[src/rtl/ir_prefetch_buf.sv]
// Instruction prefetch buffer: output register in front of a DEPTH-entry FIFO, between fetch and decode.
// Define IR_BYPASS_EN to let a word skip an empty FIFO straight into the output register.
module ir_prefetch_buf #(
  parameter int WIDTH = 16,
  parameter int DEPTH = 4
) (
  input  logic                   clk,
  input  logic                   rst,
  input  logic                   flush,
  input  logic                   i_valid,
  input  logic [WIDTH-1:0]       i_data,
  output logic                   i_ready,
  input  logic                   stall,
  output logic                   o_valid,
  output logic [WIDTH-1:0]       o_data,
  output logic [$clog2(DEPTH):0] o_level
);
  localparam int AW = $clog2(DEPTH);
  localparam int CW = AW + 1;

  logic [WIDTH-1:0] mem [DEPTH];

  logic [AW-1:0]    wr_ptr_reg, wr_ptr_next;
  logic [AW-1:0]    rd_ptr_reg, rd_ptr_next;
  logic [CW-1:0]    count_reg, count_next;
  logic [CW-1:0]    level_reg, level_next;
  logic             o_valid_reg, o_valid_next;
  logic [WIDTH-1:0] o_data_reg;

  logic push, or_load, fifo_empty, bypass, pop, fifo_wr;

  // Ready depends only on the registered count, never on stall or i_valid.
  assign i_ready    = (count_reg != CW'(DEPTH));
  assign push       = i_valid && i_ready;
  assign or_load    = !o_valid_reg || !stall;
  assign fifo_empty = (count_reg == '0);

`ifdef IR_BYPASS_EN
  assign bypass = push && fifo_empty && or_load;
`else
  assign bypass = 1'b0;
`endif

  // FIFO head always has priority over the incoming word for the output register.
  assign pop     = or_load && !fifo_empty;
  assign fifo_wr = push && !bypass && !flush;

  always_comb begin
    wr_ptr_next  = wr_ptr_reg;
    rd_ptr_next  = rd_ptr_reg;
    count_next   = count_reg;
    o_valid_next = o_valid_reg;
    if (flush) begin
      wr_ptr_next  = '0;
      rd_ptr_next  = '0;
      count_next   = '0;
      o_valid_next = 1'b0;
    end else begin
      if (fifo_wr) begin
        wr_ptr_next = wr_ptr_reg + 1'b1;
      end
      if (pop) begin
        rd_ptr_next = rd_ptr_reg + 1'b1;
      end
      count_next = count_reg + {{AW{1'b0}}, fifo_wr} - {{AW{1'b0}}, pop};
      if (or_load) begin
        o_valid_next = pop || bypass;
      end
    end
    level_next = count_next + {{AW{1'b0}}, o_valid_next};
  end

  always_ff @(posedge clk or negedge rst) begin
    if (!rst) begin
      wr_ptr_reg  <= '0;
      rd_ptr_reg  <= '0;
      count_reg   <= '0;
      level_reg   <= '0;
      o_valid_reg <= 1'b0;
      o_data_reg  <= '0;
    end else begin
      wr_ptr_reg  <= wr_ptr_next;
      rd_ptr_reg  <= rd_ptr_next;
      count_reg   <= count_next;
      level_reg   <= level_next;
      o_valid_reg <= o_valid_next;
      // o_data is left untouched by flush and whenever nothing loads.
      if (!flush) begin
        if (pop) begin
          o_data_reg <= mem[rd_ptr_reg];
        end else if (bypass) begin
          o_data_reg <= i_data;
        end
      end
    end
  end

  always_ff @(posedge clk) begin
    if (fifo_wr) begin
      mem[wr_ptr_reg] <= i_data;
    end
  end

  assign o_valid = o_valid_reg;
  assign o_data  = o_data_reg;
  assign o_level = level_reg;

endmodule

[config.mk]
export PLATFORM = sky130hd
export DESIGN_NAME = ir_prefetch_buf
export DESIGN_NICKNAME = d
export VERILOG_FILES = /design/src/rtl/ir_prefetch_buf.sv
export SDC_FILE = /design/constraint.sdc
export NUM_CORES = 1
export LEC_CHECK = 0
export BUFFER_PORTS_ARGS = -buffer_cell sky130_fd_sc_hd__buf_2
export CORE_ASPECT_RATIO = 2
export CORE_MARGIN = 4
export CORE_UTILIZATION = 62
export CTS_BUF_LIST = sky130_fd_sc_hd__clkbuf_8
export CTS_CLUSTER_DIAMETER = 150
export DETAILED_ROUTE_END_ITERATION = 8
export PLACE_DENSITY = 0.94
export REMOVE_ABC_BUFFERS = 1
export SLEW_MARGIN = 20
export SYNTH_ARGS = -nofsm -noshare
export SYNTH_HDL_FRONTEND = slang
export SYNTH_SLANG_ARGS = --single-unit
export TNS_END_PERCENT = 100
[constraint.sdc]
create_clock -name clk -period 3.6 [get_ports clk]
set_input_delay 0 -clock clk [delete_from_list [all_inputs] [get_ports clk]]
set_output_delay 0 -clock clk [all_outputs]
set_load 0.03 [all_outputs]
---- Word level (Yosys, flattened, before mapping) ----
Memory sizes are Yosys's and may differ from the RTL's. A register that Yosys moved wholly into a read port is not among the register bits.
Index checks and enable logic that the tools add are counted.
W data, S select, Z words.
storage, ports and cells
  register bits after elaboration ......... 11
  latch bits .............................. 0
  RAM bits ................................ 64
  ROM bits ................................ 0
  input bits .............................. 21
  output and inout port bits .............. 21
  logic and storage cells ................. 35
  memories ................................ 1
memories
  name  words  width  rd ports  clocked after Yosys merged registers in  write ports  line  source
  mem   4      16     1         1                                        1            21    logic [WIDTH-1:0] mem [DEPTH];
operators by class
  $add $sub $neg .......................... 5
  multiply operators ...................... 0
  divide/modulo/power cells ............... 0
  magnitude comparators ................... 0
  equal/unequal tests ..................... 1
  shift operators ......................... 0
  mux-type cells .......................... 9
  bitwise operators ....................... 1
  reductions and logical operators ........ 13
operator list
  kind                   count
  $mux W2                4
  $add A3 B1 Y3          2
  $logic_not A1 Y1       5
  $add A2 B1 Y2 const B  2
  $mux W1                4
  $reduce_bool A2 Y1     2
  $logic_and A1 B1 Y1    3
  $logic_not A3 Y1       1
  $mux W3                1
  $ne A3 B3 Y1 const B   1
  $sub A3 B1 Y3          1
  $reduce_and A2 Y1      1
  $logic_or A1 B1 Y1     1
  $not A1 Y1             1

---- Longest topological paths before layout ----
Gate-level depths: netlist of run 1.
  word-level depth ........................ 7
  mapped depth ............................ 9
  mapped depth without buffers ............ 9

---- Least setup slack after synthesis of run 1 ----
Ideal clock, no wire load.
  kind .................................... reg-to-reg
  start ................................... register count_reg[1]
  end ..................................... register level_reg[2] (netlist: o_level[2])
  setup time .............................. 0.128 ns
  arrival time ............................ 2.181 ns
  required time ........................... 3.472 ns
  slack ................................... 1.292 ns
  stages on the path, launching flop included .. 10
  buffers on the path ..................... 0
  period minus slack after synthesis ...... 2.308 ns
  cells stage by stage .................... dfrtp_1 or3_2 nand2_1 xnor2_1 ha_1 inv_1 fa_1 nor2_1 ha_1 xor2_1
on the way
  word-level cells in the longest chain between the ends .. 7
  elaborated cells on any way between the ends .. 12
  classes of those cells .................. 3 x add/sub; 1 x eq/ne; 3 x mux; 5 x reduce/logical
RTL lines
  what                      line  source
  start: declaration        25    logic [CW-1:0] count_reg, count_next;
  start signal: assignment  84    count_reg <= count_next;
  $ne A3 B3 Y1              33    assign i_ready = (count_reg != CW'(DEPTH));
  $logic_and A1 B1 Y1       34    assign push = i_valid && i_ready;
  $logic_and A1 B1 Y1       46    assign fifo_wr = push && !bypass && !flush;
  $add A3 B1 Y3             65    count_next = count_reg + {{AW{1'b0}}, fifo_wr} - {{AW{1'b0}}, pop};
  $sub A3 B1 Y3 *           65
  $mux W3 *                 53    if (flush) begin
  net count_next[1]         25
  $add A3 B1 Y3 *           70    level_next = count_next + {{AW{1'b0}}, o_valid_next};
  net level_next[2]         26    logic [CW-1:0] level_reg, level_next;
  end signal: assignment    85    level_reg <= level_next;
  end: declaration          26
The timed path passes the listed nets; every way through them passes the cells marked *.
A chain may end at the register's enable or synchronous reset.

---- Worst setup path after layout of run 1 ----
Same ends and word-level chain as after synthesis.

==> results by group, run 1 <==
Outcome
  • Status: completed

Pwr
  • Switching part of the total: 32.68%
  • Register share of total power: between 40% and 50%
  • Pint: 2.071 mW
  • Power, Total: 3.076 mW
  • NetSw: 1.005 mW
  • P per Cell Area: 732.2 nW/um^2
  • Peak VDD IR: between 0.6 and 0.7 mV
  • Combinational share of power: between 30% and 40%
  • P_leak: between 1.5 and 2 nW
  • Clock share of power: about a fifth

Drt
  • WL final: 6.527 mm
  • Antenna Nets Post-Route: 0
  • Iter 0 DRT Violations: 73
  • DRT Pass-1 Iters: 4
  • Vias: 1810
  • Vias per cell: 5.877
  • DR WL/cell: about 21 um
  • DRC: 0

Global routing
  • Largest net degree at the start of global routing: 28
  • GRT overflow: 0
  • Grt met2 use: 35.06%
  • GR peak layer: met2
  • M3 GR Usage: 6.355%
  • First-pass GRT wire length: 10.30 mm
  • Total GRT Usage: 21.20%
  • Vias in the first global route: 2032
  • Initial antenna violation count: 0
  • Global-route met1 utilization: ~24%

Cells and area
  • Max FFs per register: 64
  • Area of the multi-input gates: 919.6 sq um
  • Fillers: 320
  • Post-route cell area: 4202 sq um
  • Final core occ: 74.23%
  • ANT cells: 0
  • Synth-to-Final Area Change: 16.64%
  • Total Nets Final: 271
  • Layout cell share with drive strength beyond 1: 34.41%
  • Final cell count without fillers: 308
  • Register area: 2599 sq um

STA
  • Fmax: 0.3930 GHz
  • RSZ-0062 raised after global routing: no
  • Clock skew: 0.01205 ns
  • Setup TNS: 0 ns
  • Fin crit period: 2.544 ns
  • Worst-margin pin slew: 0.9520 ns
  • Fin worst setup slack: 1.056 ns
  • Tcrit/Tclk final: just over 70%
  • Hold slack: between 0.15 and 0.2 ns
  • Hold Fails Final Rpt: 0
  • Final setup viols: 0
  • Max Slew Vio Count: 0
  • Max-slew headroom: 36.54%

Clock network
  • CTS Buffer Depth: 2
  • H-tree levels: 3
  • CTS root buf: clkbuf_8
  • Clk pin slew, worst setup/hold paths: 0.08 ns
  • Clk_lat worst skew: 0.36 ns
  • CTS sink cnt: 91
  • Post-CTS Setup Inserts: 0
  • CTS tree: yes
  • Num CTS Buffers: 9
  • Resized Gates After CTS: 0

Critical path
  • Crit-path leading delay family: adder cells
  • CP most frequent cell: ha_1
  • Reg2reg setup slack: 1.06 ns
  • CP Data Required Time: 3.84 ns
  • Critical path type: reg2reg
  • Worst R2R Path Depth: 9
  • Worst EP arrival: about 2.8 ns
  • Crit-path slowest cell: fa_1
  • Critical R2R Capture: o_level[2]
  • Critical Path Fanout Max: 6
  • CP max stage delay: 0.48 ns
  • Worst path cell trace: nor3b_1 > nor3_1 > xnor2_1 > ha_1 > inv_1 > fa_1 > nor2_1 > ha_1 > xor2_1
  • Crit start category: flip-flop
  • Buffers & Inverters on Critical Path: 1
  • Crit. End Element: flip-flop
  • Critical path launch point: count_reg[1]
  • Worst path depth: 9
  • FF-to-FF Start: count_reg[1]

Yosys
  • Register bit total from synthesis: 91
  • Cell Area, Synth: roughly 3600 sq um
  • Synth warnings: 0
  • Sequential share of the synthesized area: 72.11%
  • Netlist cell types: 28
  • Cells after synthesis: 176
  • Synth Area per Inst: a little over 20 sq um

Placement
  • Buffers on Ports: 41
  • Pre-CTS setup slack: between 1 and 1.5 ns
  • Gpl congestion: around 0.80
  • Placed Area: 3817 sq um
  • Post-DP HPWL: 3.932 mm
  • Dpl cells: 271

Floorplanning
  • I/O pin total: 42
  • Core region area: 5660 sq um
  • Die area: 7168 sq um
  • Row cnt: 39
  • Starting Density: 63.64%
  • DIE HEIGHT: around 120 um
  • Die W: 61.90 um

Worst hold path
  • Hold Path Class: in2async

Job
  • Total of max-cap violations: 0
-- power groups by stage --
stage	Sequential, mW	Combinational (mW)	Clock [mW]
final	1.47	1.00	0.602
after global routing	1.50	1.08	0.660
after CTS	1.47	1.01	0.608
after detailed placement	1.49	0.984	0
after global placement	1.48	0.954	0
after floorplan	1.67	0.520	0
-- cell families (layout without fill, tap and decap cells) --
group,count (synthesis),after routing,share of synthesized area [%]
xor+xnor,3,3,1.112
mux,33,33,16.99
buf+inv,12,83,2.362
compound gates,7,7,0.9725
flops,91,91,72.11
simple gates,22,22,3.473
fa+ha+maj,8,8,2.987
-- synth_stat cells --
| cell | n | area (sq um) |
|---|---|---|
| edfxtp_1 | 64 | 1922 |
| dfrtp_1 | 27 | 675.7 |
| mux2_4 | 10 | 150.1 |
| mux4_2 | 10 | 225.2 |
| ha_1 | 7 | 87.58 |
| mux2_2 | 7 | 78.83 |
| mux4_1 | 6 | 157.7 |
| and2_1 | 5 | 31.28 |
| inv_1 | 5 | 18.77 |
| a21oi_1 | 4 | 20.02 |
| nor2_1 | 4 | 15.01 |
| buf_6 | 3 | 33.78 |
| nand3_1 | 3 | 15.01 |
| o21ai_0 | 3 | 15.01 |
| clkbuf_1 | 2 | 7.510 |
| nand2_1 | 2 | 7.510 |
| nor2b_1 | 2 | 12.51 |
| or3_2 | 2 | 15.01 |
| buf_12 | 1 | 20.02 |
| buf_2 | 1 | 5.000 |
| fa_1 | 1 | 20.02 |
| nor3_1 | 1 | 5.000 |
| nor3_2 | 1 | 10.01 |
| nor3b_1 | 1 | 7.510 |
| or3_1 | 1 | 6.260 |
| xnor2_1 | 1 | 8.760 |
| xnor3_1 | 1 | 22.52 |
| xor2_1 | 1 | 8.760 |
-- timing repair --
item                       4_1_cts  5_1_grt
setup endpoints to repair        0        0
hold buffers                    21        0
hold endpoints to repair        98        0
-- per-layer routing --
layer / routed length, um / vias up
met1: 2253 / 918
met4: 206 / 0
li1: - / 816
met5: 0 / -
met2: 3686 / 59
met3: 381 / 17
-- cells in the final DEF (no fill, tap or decap), types with 2 or more instances in the layout --
cell / count
edfxtp_1: 64
buf_2: 41
dfrtp_1: 26
dlygate4sd3_1: 21
clkbuf_8: 11
mux4_2: 10
mux2_4: 10
inv_1: 7
mux2_2: 7
ha_1: 7
mux4_1: 6
and2_1: 5
nor2_1: 4
a21oi_1: 4
o21ai_0: 3
nand3_1: 3
or3_2: 2
nand2_1: 2
nor2b_1: 2
clkinv_2: 2
-- how the worst max path moves through the flow --
stage	endpoint	slack [ns]
detailed placement	o_level[2]	1.12
CTS	o_level[2]	1.05
global route	o_level[2]	0.89
global placement	o_level[2]	1.25
finish	o_level[2]	1.06
floorplan	o_level[2]	1.31
-- final cells by class --
cell class                 instances  area share, %
clock buffer                      11          3.603
clock inverter                     5         0.5063
inverter                           5         0.4467
multi-input combinational         73          21.89
sequential                        91          61.85
tap                               61          1.817
timing repair buffer              62          9.887
(Power assumes the default switching activity.)
==> run 2, diff against run 1 <==
--- a/config.mk
+++ b/config.mk
@@ -8,11 +8,11 @@
 export BUFFER_PORTS_ARGS = -buffer_cell sky130_fd_sc_hd__buf_2
 export CORE_ASPECT_RATIO = 2
 export CORE_MARGIN = 4
-export CORE_UTILIZATION = 62
+export CORE_UTILIZATION = 60
 export CTS_BUF_LIST = sky130_fd_sc_hd__clkbuf_8
 export CTS_CLUSTER_DIAMETER = 150
 export DETAILED_ROUTE_END_ITERATION = 8
-export PLACE_DENSITY = 0.94
+export PLACE_DENSITY = 0.92
 export REMOVE_ABC_BUFFERS = 1
 export SLEW_MARGIN = 20
 export SYNTH_ARGS = -nofsm -noshare
==> constraint.sdc (replaced) <==
create_clock -name clk -period 2.45 [get_ports clk]
set_input_delay 0 -clock clk [delete_from_list [all_inputs] [get_ports clk]]
set_output_delay 0 -clock clk [all_outputs]
set_load 0.03 [all_outputs]
==> results by group, run 2 (synthesized netlist as in run 1, its figures left out) <==
Clock network
  • CTS sink cnt: 91 (unchanged)
  • H-tree levels: 3 (unchanged)
  • CTS Buffer Depth: 2 (unchanged)
  • Num CTS Buffers: 9 (unchanged)
  • CTS tree: yes
  • Clk_lat worst skew: 0.35 ns (about the same)
  • Clk pin slew, worst setup/hold paths: 0.08 ns (about the same)
  • CTS root buf: clkbuf_8

Floorplanning
  • Core region area: 5758 sq um (+1.7%)
  • Die W: 62.79 um (+1.4%)
  • Starting Density: 62.56% (-1.1 points)
  • I/O pin total: 42 (unchanged)
  • Row cnt: 39 (unchanged)
  • DIE HEIGHT: 117.6 um (+1.5%)
  • Die area: 7383 sq um (+3.0%)

Drt
  • Iter 0 DRT Violations: 60 (-18%)
  • DRT Pass-1 Iters: 4 (unchanged)
  • DRC: 0 (unchanged)
  • DR WL/cell: 19.07 um (-10%)
  • Vias per cell: 5.739 (-2.3%)
  • Vias: 1825 (+0.83%)
  • WL final: 6.063 mm (-7.1%)
  • Antenna Nets Post-Route: 0 (unchanged)

Pwr
  • Switching part of the total: 32.52% (-0.16 points)
  • Register share of total power: 46.5% (-1.3 points)
  • Clock share of power: 18.1% (-1.5 points)
  • Peak VDD IR: 0.7148 mV (+17%)
  • P_leak: 1.693 nW (+2.7%)
  • Pint: 3.076 mW (+49%)
  • Combinational share of power: 35.4% (+2.7 points)
  • P per Cell Area: 1061 nW/um^2 (+45%)
  • NetSw: 1.483 mW (+47%)
  • Power, Total: 4.559 mW (+48%)

STA
  • Max Slew Vio Count: 0 (unchanged)
  • Hold slack: 0.2054 ns (+0.01964 ns)
  • Setup TNS: 0 ns (unchanged)
  • Hold Fails Final Rpt: 0 (unchanged)
  • Tcrit/Tclk final: 96.80% (+26 points)
  • Worst-margin pin slew: 0.7765 ns (-0.1755 ns)
  • Fmax: 0.4217 GHz (+7.3%)
  • Max-slew headroom: 48.24% (+12 points)
  • Final setup viols: 0 (unchanged)
  • Fin crit period: 2.372 ns (-0.1729 ns)
  • Clock skew: 0.009026 ns (-0.003019 ns)

Critical path
  • Worst path depth: 10 (+1)
  • Buffers & Inverters on Critical Path: 2 (+1)
  • End of the critical path: o_level[2]
  • CP max stage delay: 0.49 ns (about the same)
  • Crit-path leading delay family: adder cells
  • Crit. End Element: flip-flop
  • Crit start category: flip-flop
  • Worst EP arrival: 2.60 ns (-0.19 ns)
  • Critical R2R Capture: o_level[2]
  • Critical path type: reg2reg
  • Crit-path slowest cell: fa_1
  • Worst R2R Path Depth: 10 (+1)
  • Critical Path Fanout Max: 3 (-3)
  • Reg2reg setup slack: 0.08 ns (-0.98 ns)
  • FF-to-FF Start: count_reg[0]
  • Critical path launch point: count_reg[0]
  • CP Data Required Time: 2.68 ns (-1.16 ns)
  • Worst path cell trace: buf_4 > nor3b_4 > nor3_2 > xnor2_1 > ha_2 > inv_1 > fa_1 > nor2_2 > ha_1 > xor2_1

Cells and area
  • Final cell count without fillers: 318 (+3.2%)
  • Max FFs per register: 64 (unchanged)
  • Synth-to-Final Area Change: 19.24%
  • Layout cell share with drive strength beyond 1: 38.13% (+3.7 points)
  • Most frequent cells in the layout: edfxtp_1, buf_2, dfrtp_1
  • Total Nets Final: 282 (+4.1%)
  • Final core occ: 74.60% (+0.37 points)
  • ANT cells: 0 (unchanged)
  • Most common cell after layout, fill and taps aside: edfxtp_1

Outcome
  • Status: completed

Global routing
  • GRT overflow: 0 (unchanged)
  • Total GRT Usage: 18.24% (-3.0 points)
  • Vias in the first global route: 2035 (+0.15%)
  • Initial antenna violation count: 0 (unchanged)
  • Largest net degree at the start of global routing: 28 (unchanged)
  • First-pass GRT wire length: 9.936 mm (-3.5%)

Worst hold path
  • Hold Path Class: in2async

Job
  • Total of max-cap violations: 0 (unchanged)

Placement
  • Gpl congestion: 0.8291 (+3.7%)
  • Buffers on Ports: 41 (unchanged)
  • Dpl cells: 281 (+3.7%)
  • Post-DP HPWL: 4.059 mm (+3.2%)
-- run 2: cell types whose count changed in the layout (fill, tap and decap cells not counted), sizes merged --
cell and delta:
buf +11, clkbuf -1, clkinv +2, inv -2
-- run 2: power groups by stage --
stage | registers, mW | clock network [mW] | logic (mW)
floorplan | 2.46 | 0 | 0.764
global placement | 2.15 | 0 | 1.48
detailed placement | 2.16 | 0 | 1.54
CTS | 2.13 | 0.845 | 1.58
global route | 2.16 | 0.914 | 1.72
finish | 2.12 | 0.825 | 1.61
-- run 2: worst min-delay path by stage --
stage	startpoint	to	slack (ns)
2_1_floorplan	rst	count_reg[0]	-0.30
3_3_place_gp	rst	o_data[8]	0.06
6_report	rst	o_data[0]	0.21
5_1_grt	rst	o_data[0]	0.26
3_5_place_dp	rst	o_data[8]	0.07
4_1_cts	rst	o_data[0]	0.22
-- run 2: repair_timing --
action	4_1_cts	5_1_grt
buffers inserted	0	1
hold buffers	21	0
endpoints found under the hold margin	98	0
setup endpoints to repair	0	2
resized for setup	0	7
-- run 2: final cells by class --
type,count,area (sq um)
Sequential cell,91,2597
Fill cell,333,1463
Multi-Input combinational cell,73,947.2
Timing Repair Buffer,73,498.0
Clock buffer,10,137.6
Tap cell,61,76.32
Clock inverter,5,20.02
Inverter,5,18.77
-- run 2: metal layers --
metal	track usage (%)	vias up	part of all wire, %
li1	-	834	-
met1	19.51	928	36
met2	31.97	48	57
met3	4.776	15	4.2
met4	10.24	0	2.8
met5	0	-	0
-- run 2: through the flow --
stage | instance area, sq um | worst slack [ns]
2_1_floorplan | 3536 | 0.1618
3_3_place_gp | 3892 | 0.1537
3_5_place_dp | 3892 | 0.03808
4_1_cts | 4260 | 0.01901
5_1_grt | 4295 | -0.02456
6_report | 4295 | 0.07846
==> run 3, diff against run 2 <==
--- a/config.mk
+++ b/config.mk
@@ -5,14 +5,15 @@
 export SDC_FILE = /design/constraint.sdc
 export NUM_CORES = 1
 export LEC_CHECK = 0
+export ABC_AREA = 1
 export BUFFER_PORTS_ARGS = -buffer_cell sky130_fd_sc_hd__buf_2
 export CORE_ASPECT_RATIO = 2
 export CORE_MARGIN = 4
-export CORE_UTILIZATION = 60
+export CORE_UTILIZATION = 45
 export CTS_BUF_LIST = sky130_fd_sc_hd__clkbuf_8
 export CTS_CLUSTER_DIAMETER = 150
 export DETAILED_ROUTE_END_ITERATION = 8
-export PLACE_DENSITY = 0.92
+export PLACE_DENSITY = 0.74
 export REMOVE_ABC_BUFFERS = 1
 export SLEW_MARGIN = 20
 export SYNTH_ARGS = -nofsm -noshare
==> results by group, run 3 <==
Outcome
  • Status: completed

Critical path
  • Crit. End Element: flip-flop
  • CP Data Required Time: 2.69 ns (about the same)
  • Critical path launch point: count_reg[0]
  • Critical path type: reg2reg
  • Crit-path slowest cell: fa_1
  • Critical Path Fanout Max: 3 (unchanged)
  • Buffers & Inverters on Critical Path: 3 (+1)
  • Crit-path leading delay family: adder cells
  • CP max stage delay: 0.43 ns (-0.06 ns)
  • Crit start category: flip-flop
  • FF-to-FF Start: count_reg[0]
  • CP most frequent cell: nand2_1
  • Worst path cell trace: inv_1 > nand3_1 > nand2_1 > nor2_2 > nand2_1 > nand2_1 > ha_1 > inv_1 > fa_1 > nor2_2 > ha_1 > inv_1 > nand4_1 > nand2_1
  • Worst EP arrival: 2.47 ns (-0.13 ns)

Yosys
  • Asr flop ratio synth: 29.67% (unchanged)
  • Largest family of logic cells by synthesized area: simple AND/OR/NAND/NOR gates
  • Synth area leader: edfxtp_1
  • Synth Area in Compound Gates: 4.538% (+3.6 points)
  • Area share of fa/ha/maj cells after synthesis: 2.870% (-0.12 points)
  • Post-Synth XOR/XNOR Area: 0.2336% (-0.88 points)
  • Largest cells by area after synthesis: edfxtp_1, dfrtp_1, nand2_1
  • Sequential share of the synthesized area: 69.27% (-2.8 points)
  • Most common library cells after synthesis: nand2_1, edfxtp_1, dfrtp_1, nor2_1, o21ai_1
  • Netlist cell types: 22 (-21%)
  • Most instantiated library cell after synthesis: nand2_1
  • Multiplexer share of the synthesized area: 0% (-17 points)
  • Number of flops mapped to enable cells by yosys: 64 (unchanged)
  • Register bit total from synthesis: 91 (unchanged)
  • Yosys top cell area share: 51.25% (-2.1 points)
  • Ys flop type: edfxtp_1
  • Post-Synth Simple-Gate Area: 17.85% (+14 points)
  • Synth warnings: 0 (unchanged)
  • Cells after synthesis: 333 (+89%)
  • Synth Area per Inst: 11.26 sq um (-45%)
  • Cell Area, Synth: 3750 sq um (+4.1%)

STA
  • Max-slew headroom: 54.56% (+6.3 points)
  • Setup TNS: 0 ns (unchanged)
  • Fin crit period: 2.229 ns (-0.1430 ns)
  • Clock skew: 0.01140 ns (+0.002370 ns)
  • Tcrit/Tclk final: 90.96% (-5.8 points)
  • RSZ-0062 raised after global routing: no
  • Worst-margin pin slew: 0.6815 ns (-0.09493 ns)
  • Max Slew Vio Count: 0 (unchanged)
  • Fmax: 0.4487 GHz (+6.4%)
  • Hold Fails Final Rpt: 0 (unchanged)
  • Hold slack: 0.08714 ns (-0.1183 ns)
  • Final setup viols: 0 (unchanged)

Global routing
  • Largest net degree at the start of global routing: 34 (+21%)
  • First-pass GRT wire length: 12.03 mm (+21%)
  • Total GRT Usage: 16.46% (-1.8 points)
  • Initial antenna violation count: 0 (unchanged)
  • GRT overflow: 0 (unchanged)
  • Vias in the first global route: 2535 (+25%)

Drt
  • Metal2 WL: 4.261 mm (+24%)
  • Antenna Nets Post-Route: 0 (unchanged)
  • DR WL/cell: 14.67 um (-23%)
  • Highest Signal Layer: met4
  • Wire length on met3: 257 um (+2.0%)
  • Iter 0 DRT Violations: 129 (+110%)
  • DRC: 0 (unchanged)
  • Vias: 2462 (+35%)
  • DRT Pass-1 Iters: 4 (unchanged)
  • WL final: 7.318 mm (+21%)
  • WL met1: 2.625 mm (+19%)
  • Vias per cell: 4.934 (-14%)

Cells and area
  • Fillers: 696 (+110%)
  • Most common cell after layout, fill and taps aside: nand2_1
  • Most frequent cells in the layout: nand2_1, edfxtp_1, buf_2
  • Final cell count without fillers: 499 (+57%)
  • Synth-to-Final Area Change: 17.05%
  • Max FFs per register: 64 (unchanged)
  • Layout cell share with drive strength beyond 1: 17.62% (-21 points)
  • Total Nets Final: 427 (+51%)
  • Final core occ: 54.47% (-20 points)
  • ANT cells: 0 (unchanged)

Floorplanning
  • Core region area: 8058 sq um (+40%)
  • Starting Density: 46.54% (-16 points)
  • I/O pin total: 42 (unchanged)
  • DIE HEIGHT: 137.1 um (+17%)
  • Die area: 9946 sq um (+35%)
  • Row cnt: 46 (+18%)
  • Die W: 72.55 um (+16%)

Placement
  • Dpl cells: 463 (+65%)
  • Post-DP HPWL: 4.757 mm (+17%)
  • Gpl congestion: 0.7773 (-6.2%)
  • Buffers on Ports: 41 (unchanged)

Pwr
  • Pint: 2.879 mW (-6.4%)
  • NetSw: 1.794 mW (+21%)
  • Switching part of the total: 38.40% (+5.9 points)
  • Peak VDD IR: 0.6509 mV (-9.0%)
  • P per Cell Area: 1065 nW/um^2 (+0.31%)
  • Clock share of power: 19.8% (+1.7 points)
  • Combinational share of power: 36.3% (+0.9 points)
  • P_leak: 1.928 nW (+14%)
  • Register share of total power: 43.9% (-2.6 points)
  • Power, Total: 4.673 mW (+2.5%)

Worst hold path
  • Min-delay src: stall
  • Hold Path Class: in2reg

Clock network
  • Clk pin slew, worst setup/hold paths: 0.08 ns (about the same)
  • Num CTS Buffers: 9 (unchanged)
  • CTS sink cnt: 91 (unchanged)
  • H-tree levels: 3 (unchanged)
  • CTS tree: yes
  • CTS Buffer Depth: 2 (unchanged)
  • Clk_lat worst skew: 0.35 ns (about the same)
  • CTS root buf: clkbuf_8

Job
  • Total of max-cap violations: 0 (unchanged)
==> run 3: cell count changes after synthesis, sizes merged, moves of 3 or more <==
| cell | delta |
|---|---|
| nand2 | +129 |
| o21ai | +31 |
| nor2 | +19 |
| mux2 | -17 |
| mux4 | -16 |
| inv | +13 |
| buf | +8 |
| nand3 | +8 |
| and2 | -5 |
| a21oi | -4 |
| or3 | -3 |
==> run 3: worst paths after layout <==
kind	cells after the start	to	slack, ns
max	14	o_level[2]	0.22
min	5	o_valid	0.09
max reg2reg	14	o_level[2]	0.22
min reg2reg	2	o_data[2]	0.48
max in group asynchronous	2	o_level[2]	1.79
min in group asynchronous	2	o_data[2]	0.22
==> run 3: tightest hold or removal path: stages <==
cell and delay, ns:
buf_2 0.08, nand2_1 0.11, nand2_1 0.10, nand2_1 0.04
inv_1 0.07
==> run 3: kinds of logic after synthesis <==
family	after synthesis
AND/OR/NAND/NOR	166
flip-flops	91
AO/OA/AOI/OAI	34
buffers and inverters	33
adder cells (fa/ha/maj)	8
XOR/XNOR	1
==> run 3: power groups by stage <==
stage	combinational (mW)	clock, mW	sequential [mW]
6_report	1.70	0.925	2.05
3_5_place_dp	1.67	0	2.09
5_1_grt	1.90	1.01	2.08
3_3_place_gp	1.61	0	2.08
2_1_floorplan	0.810	0	2.42
4_1_cts	1.70	0.946	2.06
==> run 3: what timing repair did <==
item                                    4_1_cts  5_1_grt
hold buffers                                 19        0
resized for setup                             0        2
endpoints found under the setup margin        0        1
buffers inserted                              0        1
endpoints found under the hold margin        95        0
==> run 3: cell type report <==
type	instances	area, sq um	share of cell area (%)
tap	96	120.1	2.737
clock inverter	7	55.05	1.254
timing repair buffer	67	447.9	10.21
inverter	20	83.83	1.910
multi-input combinational	209	960.9	21.89
clock buffer	9	123.9	2.822
sequential	91	2597	59.18
==> run 3: routing by layer <==
metal / vias up / global-route usage, %
met5: - / 0
met4: 0 / 7.906
met3: 14 / 3.382
met2: 48 / 31.49
met1: 1176 / 16.08
li1: 1224 / -
==> run 3: through the flow <==
| step | cell area, sq um | setup WS [ns] |
|---|---|---|
| final | 4389 | 0.2215 |
| after detailed placement | 4008 | 0.1266 |
| after floorplan | 3637 | 0.1405 |
| after global placement | 4008 | 0.2652 |
| after CTS | 4377 | 0.1192 |
| after global routing | 4389 | 0.04787 |
